### src/rtl/accel_pkg.sv
// Shared definitions for the modular-arithmetic accelerator host driver:
// opcodes, register word indices, CTRL/STATUS bit positions and FSM states.
package accel_pkg;

  localparam logic [2:0] OP_ADD    = 3'b000;
  localparam logic [2:0] OP_SUB    = 3'b001;
  localparam logic [2:0] OP_MOD    = 3'b010;
  localparam logic [2:0] OP_RSETUP = 3'b011;
  localparam logic [2:0] OP_MULT   = 3'b100;
  localparam logic [2:0] OP_EXP    = 3'b101;

  localparam logic [2:0] REG_A      = 3'd0;
  localparam logic [2:0] REG_B      = 3'd1;
  localparam logic [2:0] REG_MOD    = 3'd2;
  localparam logic [2:0] REG_CTRL   = 3'd3;
  localparam logic [2:0] REG_STATUS = 3'd4;
  localparam logic [2:0] REG_RESULT = 3'd5;

  localparam int CTRL_IE_BIT   = 4;
  localparam int CTRL_GO_BIT   = 8;
  localparam int CTRL_DCLR_BIT = 9;

  localparam int STAT_BUSY_BIT = 0;
  localparam int STAT_DONE_BIT = 1;
  localparam int STAT_RSV_BIT  = 2;
  localparam int STAT_ERR_BIT  = 3;

  typedef enum logic [2:0] {
    ST_IDLE,
    ST_RS_START,
    ST_RS_SETTLE,
    ST_RS_WAIT,
    ST_OP_START,
    ST_OP_SETTLE,
    ST_OP_WAIT,
    ST_COMPLETE
  } state_e;

  // Montgomery-style ops need the R constant computed once per modulus.
  function automatic logic op_needs_rs(input logic [2:0] op);
    return (op == OP_MULT) || (op == OP_EXP);
  endfunction

endpackage

### src/rtl/accel_host_driver.sv
// CPU-facing register file and sequencing FSM for the modular-arithmetic accelerator.
// Optional wait-state watchdog enabled by defining ACCEL_TIMEOUT_EN.
module accel_host_driver
  import accel_pkg::*;
#(
  parameter int DATA_WIDTH     = 8,
  parameter int TIMEOUT_CYCLES = 1024
) (
  input  logic                  clk,
  input  logic                  rst_n,
  input  logic                  bus_sel,
  input  logic                  bus_we,
  input  logic [2:0]            bus_addr,
  input  logic [31:0]           bus_wdata,
  output logic [31:0]           bus_rdata,
  output logic                  irq,
  output logic [DATA_WIDTH-1:0] acc_a,
  output logic [DATA_WIDTH-1:0] acc_b,
  output logic [DATA_WIDTH-1:0] acc_modulant,
  output logic [2:0]            acc_control,
  output logic                  acc_start,
  input  logic [DATA_WIDTH-1:0] acc_result,
  input  logic                  acc_finished,
  output state_e                dbg_state
);

  localparam int TMO_W = $clog2(TIMEOUT_CYCLES + 1);

  // Bus handshake: bus_sel is a one-cycle strobe with no ready/stall; every
  // access completes, and read data appears on bus_rdata the following cycle.

  state_e                state_q, state_d;
  logic [DATA_WIDTH-1:0] a_q, a_d, b_q, b_d, mod_q, mod_d, result_q, result_d;
  logic [2:0]            op_q, op_d;
  logic                  ie_q, ie_d, done_q, done_d, err_q, err_d, rsv_q, rsv_d;
  logic [31:0]           rdata_q, rdata_d;
  logic [TMO_W-1:0]      tmo_q, tmo_d;

  logic        idle, wr, rd, go, tmo_hit;
  logic [2:0]  new_op;
  logic [31:0] status_word;
  logic        unused_wdata;

  assign idle   = (state_q == ST_IDLE);
  assign wr     = bus_sel & bus_we;
  assign rd     = bus_sel & ~bus_we;
  assign new_op = bus_wdata[2:0];
  assign go     = wr && (bus_addr == REG_CTRL) && bus_wdata[CTRL_GO_BIT] && idle;
  assign unused_wdata = ^bus_wdata[31:10];

`ifdef ACCEL_TIMEOUT_EN
  assign tmo_hit = (tmo_q == TMO_W'(TIMEOUT_CYCLES - 1));
`else
  assign tmo_hit = 1'b0;
`endif

  always_comb begin
    state_d  = state_q;
    a_d      = a_q;
    b_d      = b_q;
    mod_d    = mod_q;
    result_d = result_q;
    op_d     = op_q;
    ie_d     = ie_q;
    done_d   = done_q;
    err_d    = err_q;
    rsv_d    = rsv_q;
    rdata_d  = rdata_q;
    tmo_d    = '0;

    status_word = '0;
    status_word[STAT_BUSY_BIT] = ~idle;
    status_word[STAT_DONE_BIT] = done_q;
    status_word[STAT_RSV_BIT]  = rsv_q;
    status_word[STAT_ERR_BIT]  = err_q;

    // Register writes first; FSM updates below take priority on shared flags.
    if (wr) begin
      case (bus_addr)
        REG_A:   if (idle) a_d = bus_wdata[DATA_WIDTH-1:0];
        REG_B:   if (idle) b_d = bus_wdata[DATA_WIDTH-1:0];
        REG_MOD: if (idle) begin
          mod_d = bus_wdata[DATA_WIDTH-1:0];
          rsv_d = 1'b0;
        end
        REG_CTRL: begin
          ie_d = bus_wdata[CTRL_IE_BIT];
          if (bus_wdata[CTRL_DCLR_BIT]) done_d = 1'b0;
          if (idle) op_d = new_op;
        end
        default: ;
      endcase
    end

    if (rd) begin
      case (bus_addr)
        REG_A:      rdata_d = 32'(a_q);
        REG_B:      rdata_d = 32'(b_q);
        REG_MOD:    rdata_d = 32'(mod_q);
        REG_CTRL:   rdata_d = {27'd0, ie_q, 1'b0, op_q};
        REG_STATUS: rdata_d = status_word;
        REG_RESULT: rdata_d = 32'(result_q);
        default:    rdata_d = '0;
      endcase
    end

    case (state_q)
      ST_IDLE: begin
        if (go) begin
          done_d = 1'b0;
          err_d  = 1'b0;
          case (new_op)
            OP_ADD, OP_SUB, OP_MOD: state_d = ST_OP_START;
            OP_MULT, OP_EXP:        state_d = rsv_q ? ST_OP_START : ST_RS_START;
            default: begin
              err_d  = 1'b1;
              done_d = 1'b1;
            end
          endcase
        end
      end
      ST_RS_START:  state_d = ST_RS_SETTLE;
      // SETTLE ignores acc_finished, which may still be high from the last op.
      ST_RS_SETTLE: state_d = ST_RS_WAIT;
      ST_RS_WAIT: begin
        if (acc_finished) begin
          rsv_d   = 1'b1;
          state_d = ST_OP_START;
        end else if (tmo_hit) begin
          err_d   = 1'b1;
          done_d  = 1'b1;
          state_d = ST_IDLE;
        end else begin
          tmo_d = tmo_q + 1'b1;
        end
      end
      ST_OP_START:  state_d = ST_OP_SETTLE;
      ST_OP_SETTLE: state_d = ST_OP_WAIT;
      ST_OP_WAIT: begin
        if (acc_finished) begin
          result_d = acc_result;
          state_d  = ST_COMPLETE;
        end else if (tmo_hit) begin
          err_d   = 1'b1;
          done_d  = 1'b1;
          state_d = ST_IDLE;
        end else begin
          tmo_d = tmo_q + 1'b1;
        end
      end
      ST_COMPLETE: begin
        done_d  = 1'b1;
        state_d = ST_IDLE;
      end
      default: state_d = ST_IDLE;
    endcase
  end

  always_ff @(posedge clk or negedge rst_n) begin
    if (!rst_n) begin
      state_q  <= ST_IDLE;
      a_q      <= '0;
      b_q      <= '0;
      mod_q    <= '0;
      result_q <= '0;
      op_q     <= OP_ADD;
      ie_q     <= 1'b0;
      done_q   <= 1'b0;
      err_q    <= 1'b0;
      rsv_q    <= 1'b0;
      rdata_q  <= '0;
      tmo_q    <= '0;
    end else begin
      state_q  <= state_d;
      a_q      <= a_d;
      b_q      <= b_d;
      mod_q    <= mod_d;
      result_q <= result_d;
      op_q     <= op_d;
      ie_q     <= ie_d;
      done_q   <= done_d;
      err_q    <= err_d;
      rsv_q    <= rsv_d;
      rdata_q  <= rdata_d;
      tmo_q    <= tmo_d;
    end
  end

  always_comb begin
    acc_control = OP_ADD;
    case (state_q)
      ST_RS_START, ST_RS_SETTLE, ST_RS_WAIT: acc_control = OP_RSETUP;
      ST_OP_START, ST_OP_SETTLE, ST_OP_WAIT: acc_control = op_q;
      default:                               acc_control = OP_ADD;
    endcase
  end

  assign acc_start    = (state_q == ST_RS_START) || (state_q == ST_OP_START);
  assign acc_a        = a_q;
  assign acc_b        = b_q;
  assign acc_modulant = mod_q;
  assign bus_rdata    = rdata_q;
  assign irq          = done_q & ie_q;
  assign dbg_state    = state_q;

endmodule

### config.mk
export PLATFORM = sky130hd
export DESIGN_NAME = accel_host_driver
export DESIGN_NICKNAME = d
export VERILOG_FILES = /design/src/rtl/accel_pkg.sv /design/src/rtl/accel_host_driver.sv
export SDC_FILE = /design/constraint.sdc
export NUM_CORES = 1
export LEC_CHECK = 0
export CORE_ASPECT_RATIO = 0.6
export CORE_MARGIN = 2
export CORE_UTILIZATION = 43
export DETAILED_ROUTE_END_ITERATION = 8
export PLACE_DENSITY = 0.81
export SYNTH_ARGS = -nofsm -noshare
export SYNTH_HDL_FRONTEND = slang
export SYNTH_SLANG_ARGS = --single-unit
### constraint.sdc
create_clock -name clk -period 2.3 [get_ports clk]
set_input_delay 0.345 -clock clk [delete_from_list [all_inputs] [get_ports clk]]
set_output_delay 0.345 -clock clk [all_outputs]
set_load 0.05 [all_outputs]
==> results.json, run 1 <==
{
  "status": "complete, no violations",
  "rows": 22,
  "core_um2": 6111,
  "diodes": 0,
  "cp_top_family": "simple AND/OR/NAND/NOR gates",
  "drtAntennaViolNets": 0,
  "leakage_nw": 1.557,
  "relSlewSlack_pct": 61.27,
  "yosys.area.top_type_share_pct": 46.19,
  "crit_type": "flop to output pin",
  "fmax_mhz": 457.0,
  "synth_seq_cells": 50,
  "first_global_vias": 1839,
  "cts.root.buffer_cell": "clkbuf_8",
  "crit_start": "dbg_state[0]",
  "grt_max_degree": 28,
  "ys_top_cells_by_area": "dfrtp_1 (46%), mux2_2 (15%), buf_4 (7.2%)",
  "syn_area_per_cell_um2": 12.04,
  "synth_seq_area_share_pct": 46.19,
  "reg2reg_setup_slack_ps": 270,
  "ys.flop_type": "dfrtp_1",
  "cp_slowest_stage_delay_ps": 410,
  "viasPerCell": 5.153,
  "rr_endpoint": "acc_modulant[5]",
  "finalNetCount": 348,
  "r2r-start": "dbg_state[0]",
  "clock-sinks": 50,
  "postSynthCellCount": 225,
  "netlist-cell-type-count": 41,
  "final_core_util_pct": 56.80,
  "worst_pin_slew_ps": 580.9,
  "reg2reg_depth": 6,
  "timing.final.hold_violations": 0,
  "vdd_drop_max_mv": 0.6345,
  "fp.dieH_um": 65.48,
  "drv_slew": 0,
  "hpwl_um": 4784,
  "finalSetupViolations": 0,
  "ios": 112,
  "p_per_area_nw_per_um2": 1291,
  "ctsHoldBuffers": 0,
  "antenna_found_initial": 0,
  "grt_pass1_wl_um": 9749,
  "h-tree-depth": 2,
  "synth_warnings": 0,
  "synth_edf_count": 0,
  "crit_path_start_kind": "flop",
  "slowest_stage": "dfrtp_1",
  "rsz0062_at_grt": "false",
  "area_growth_pct": 28.13,
  "worstPathMaxFanout": 6,
  "cts_buffer_depth": 2,
  "routed_wirelength_um": 6217,
  "crit_arrival_ps": 1840,
  "final.min_clock_period_ps": 2188,
  "insertion_delay_ps": 310,
  "start_util_pct": 44.33,
  "hold_class": "input port to asynchronous set/reset pin",
  "crit_buf_inv": 2,
  "fin_tns_setup_ps": 0,
  "cts_buffers": 5,
  "cts_tree": "done",
  "crit_required_ps": 1960,
  "first_iter_violations": 92,
  "die-area_um2": 6971,
  "io_buffers": 65,
  "place.gp.congestion": 0.8980,
  "wl_per_cell_um": 16.36,
  "clkTransAtPathRegs_ps": 90,
  "firstDrtPassIters": 4,
  "fillers": 509,
  "endpoint_kind": "output pin",
  "path_cells": "inv_1 > ha_2 > or3_1 > and3_1 > buf_4",
  "synth_top_area_cell": "dfrtp_1",
  "synth_area_um2": 2709,
  "die_w_um": 106.5,
  "finClkSkew_ps": 10.57,
  "async_reset_ff_share_pct": 100.0,
  "layout-drive-gt1-share_pct": 25.34,
  "maxCapViolCount": 0,
  "grt_overflow": 0,
  "post-route-period-util_pct": 95.15,
  "drc": 0,
  "track_usage_pct": 18.75,
  "vias": 1958
}
state kept, by name, indices dropped and copies added (netlist names):
register and cells:
ie_q 1, err_q 1, acc_a 8, rsv_q 1, acc_b 8, result_q 8
op_q 3, bus_rdata 8, acc_modulant 8, done_q 1, dbg_state 3
through the flow:
step / hold slack (ps) / std cells / power [mW] / worst slack, ps / area [um^2]
final: 25.13 / 380 / 4.479 / 111.7 / 3471
after global routing: 45.92 / 380 / 4.717 / 15.42 / 3471
after detailed placement: 373.4 / 372 / 3.966 / 161.4 / 3368
after global placement: 362.3 / 372 / 3.909 / 191.9 / 3368
after CTS: 37.59 / 379 / 4.463 / 50.11 / 3452
after floorplan: 49.41 / 248 / 3.237 / 102.3 / 2803
layout make-up:
class,count,area [um^2],share of cell area (%)
Clock buffer,5,68.82,1.983
Clock inverter,2,15.01,0.4326
Timing Repair Buffer,77,738.2,21.27
Inverter,7,26.28,0.7570
Sequential cell,50,1251,36.05
Tap cell,84,105.1,3.028
Multi-Input combinational cell,155,1266,36.48
cell usage in the layout, fill, tap and decap left out, types with 4 or more instances in the layout:
master,count
clkdlybuf4s50_1,60
dfrtp_1,50
mux2_2,35
conb_1,24
buf_4,15
nand2_1,13
o21ai_0,12
mux2_4,8
inv_1,7
mux2i_1,6
a32oi_1,5
nor2_1,5
a221oi_1,5
clkbuf_8,5
nand3_1,4
metal layers:
| metal | global-route usage (%) | vias to the layer above | wire length [um] |
|---|---|---|---|
| li1 | - | 908 | - |
| met1 | 27.31 | 955 | 2930 |
| met2 | 26.04 | 88 | 2668 |
| met3 | 6.845 | 7 | 558 |
| met4 | 5.357 | 0 | 59 |
| met5 | 0 | - | 0 |
report_power, final:
group          internal [mW]  switching, mW
combinational          0.982           1.56
clock                  0.208          0.292
sequential              1.20          0.242
cell usage after synthesis, types with 2 or more instances:
master	count
o2bb2ai_1	3
nand2_1	13
o21ai_0	12
nand2b_1	2
a32oi_1	5
buf_4	26
nor2_1	5
a22oi_1	2
o31ai_1	2
mux2_2	35
nor4_1	2
mux4_1	2
mux2i_1	6
inv_1	7
dfrtp_1	50
buf_2	3
ha_1	4
nand3_1	4
a221oi_1	5
nor3_1	2
mux2_4	8
and3_1	3
nor2b_1	2
a21oi_1	3
clkbuf_1	3
worst max-delay path by stage:
stage | depth (start not counted) | end | slack, ps
finish | 5 | acc_control[2] | 110
global route | 5 | acc_control[2] | 20
CTS | 5 | acc_control[2] | 50
detailed placement | 5 | acc_modulant[6] | 160
global placement | 5 | acc_modulant[6] | 190
floorplan | 5 | acc_control[2] | 100
repair_timing:
| item | 4_1_cts | 5_1_grt |
|---|---|---|
| endpoints found under the setup margin | 0 | 3 |
| endpoints found under the hold margin | 0 | 0 |
| buffers inserted | 0 | 1 |
| gates resized for setup | 0 | 3 |
cells by family after synthesis:
kind of cell | after synthesis | share of synthesized area (%)
compound gates | 34 | 8.683
mux | 52 | 23.56
other cells | 1 | 0.1384
buf+inv | 43 | 10.95
simple gates | 41 | 8.638
fa+ha+maj | 4 | 1.848
flops | 50 | 46.19
Note: power is estimated with default switching activity, not from simulation.
==> inputs of run 2 (changes only) <==
CTS_CLUSTER_DIAMETER = 200   (was not set)
==> results of run 2 <==
Same layout as run 1: the final DEF is identical, and so are final timing and power.
==> inputs of run 3 (changes only) <==
SLEW_MARGIN = 25   (was not set)
==> results of run 3 <==
Same layout as run 1: the final DEF is identical, and so are final timing and power.
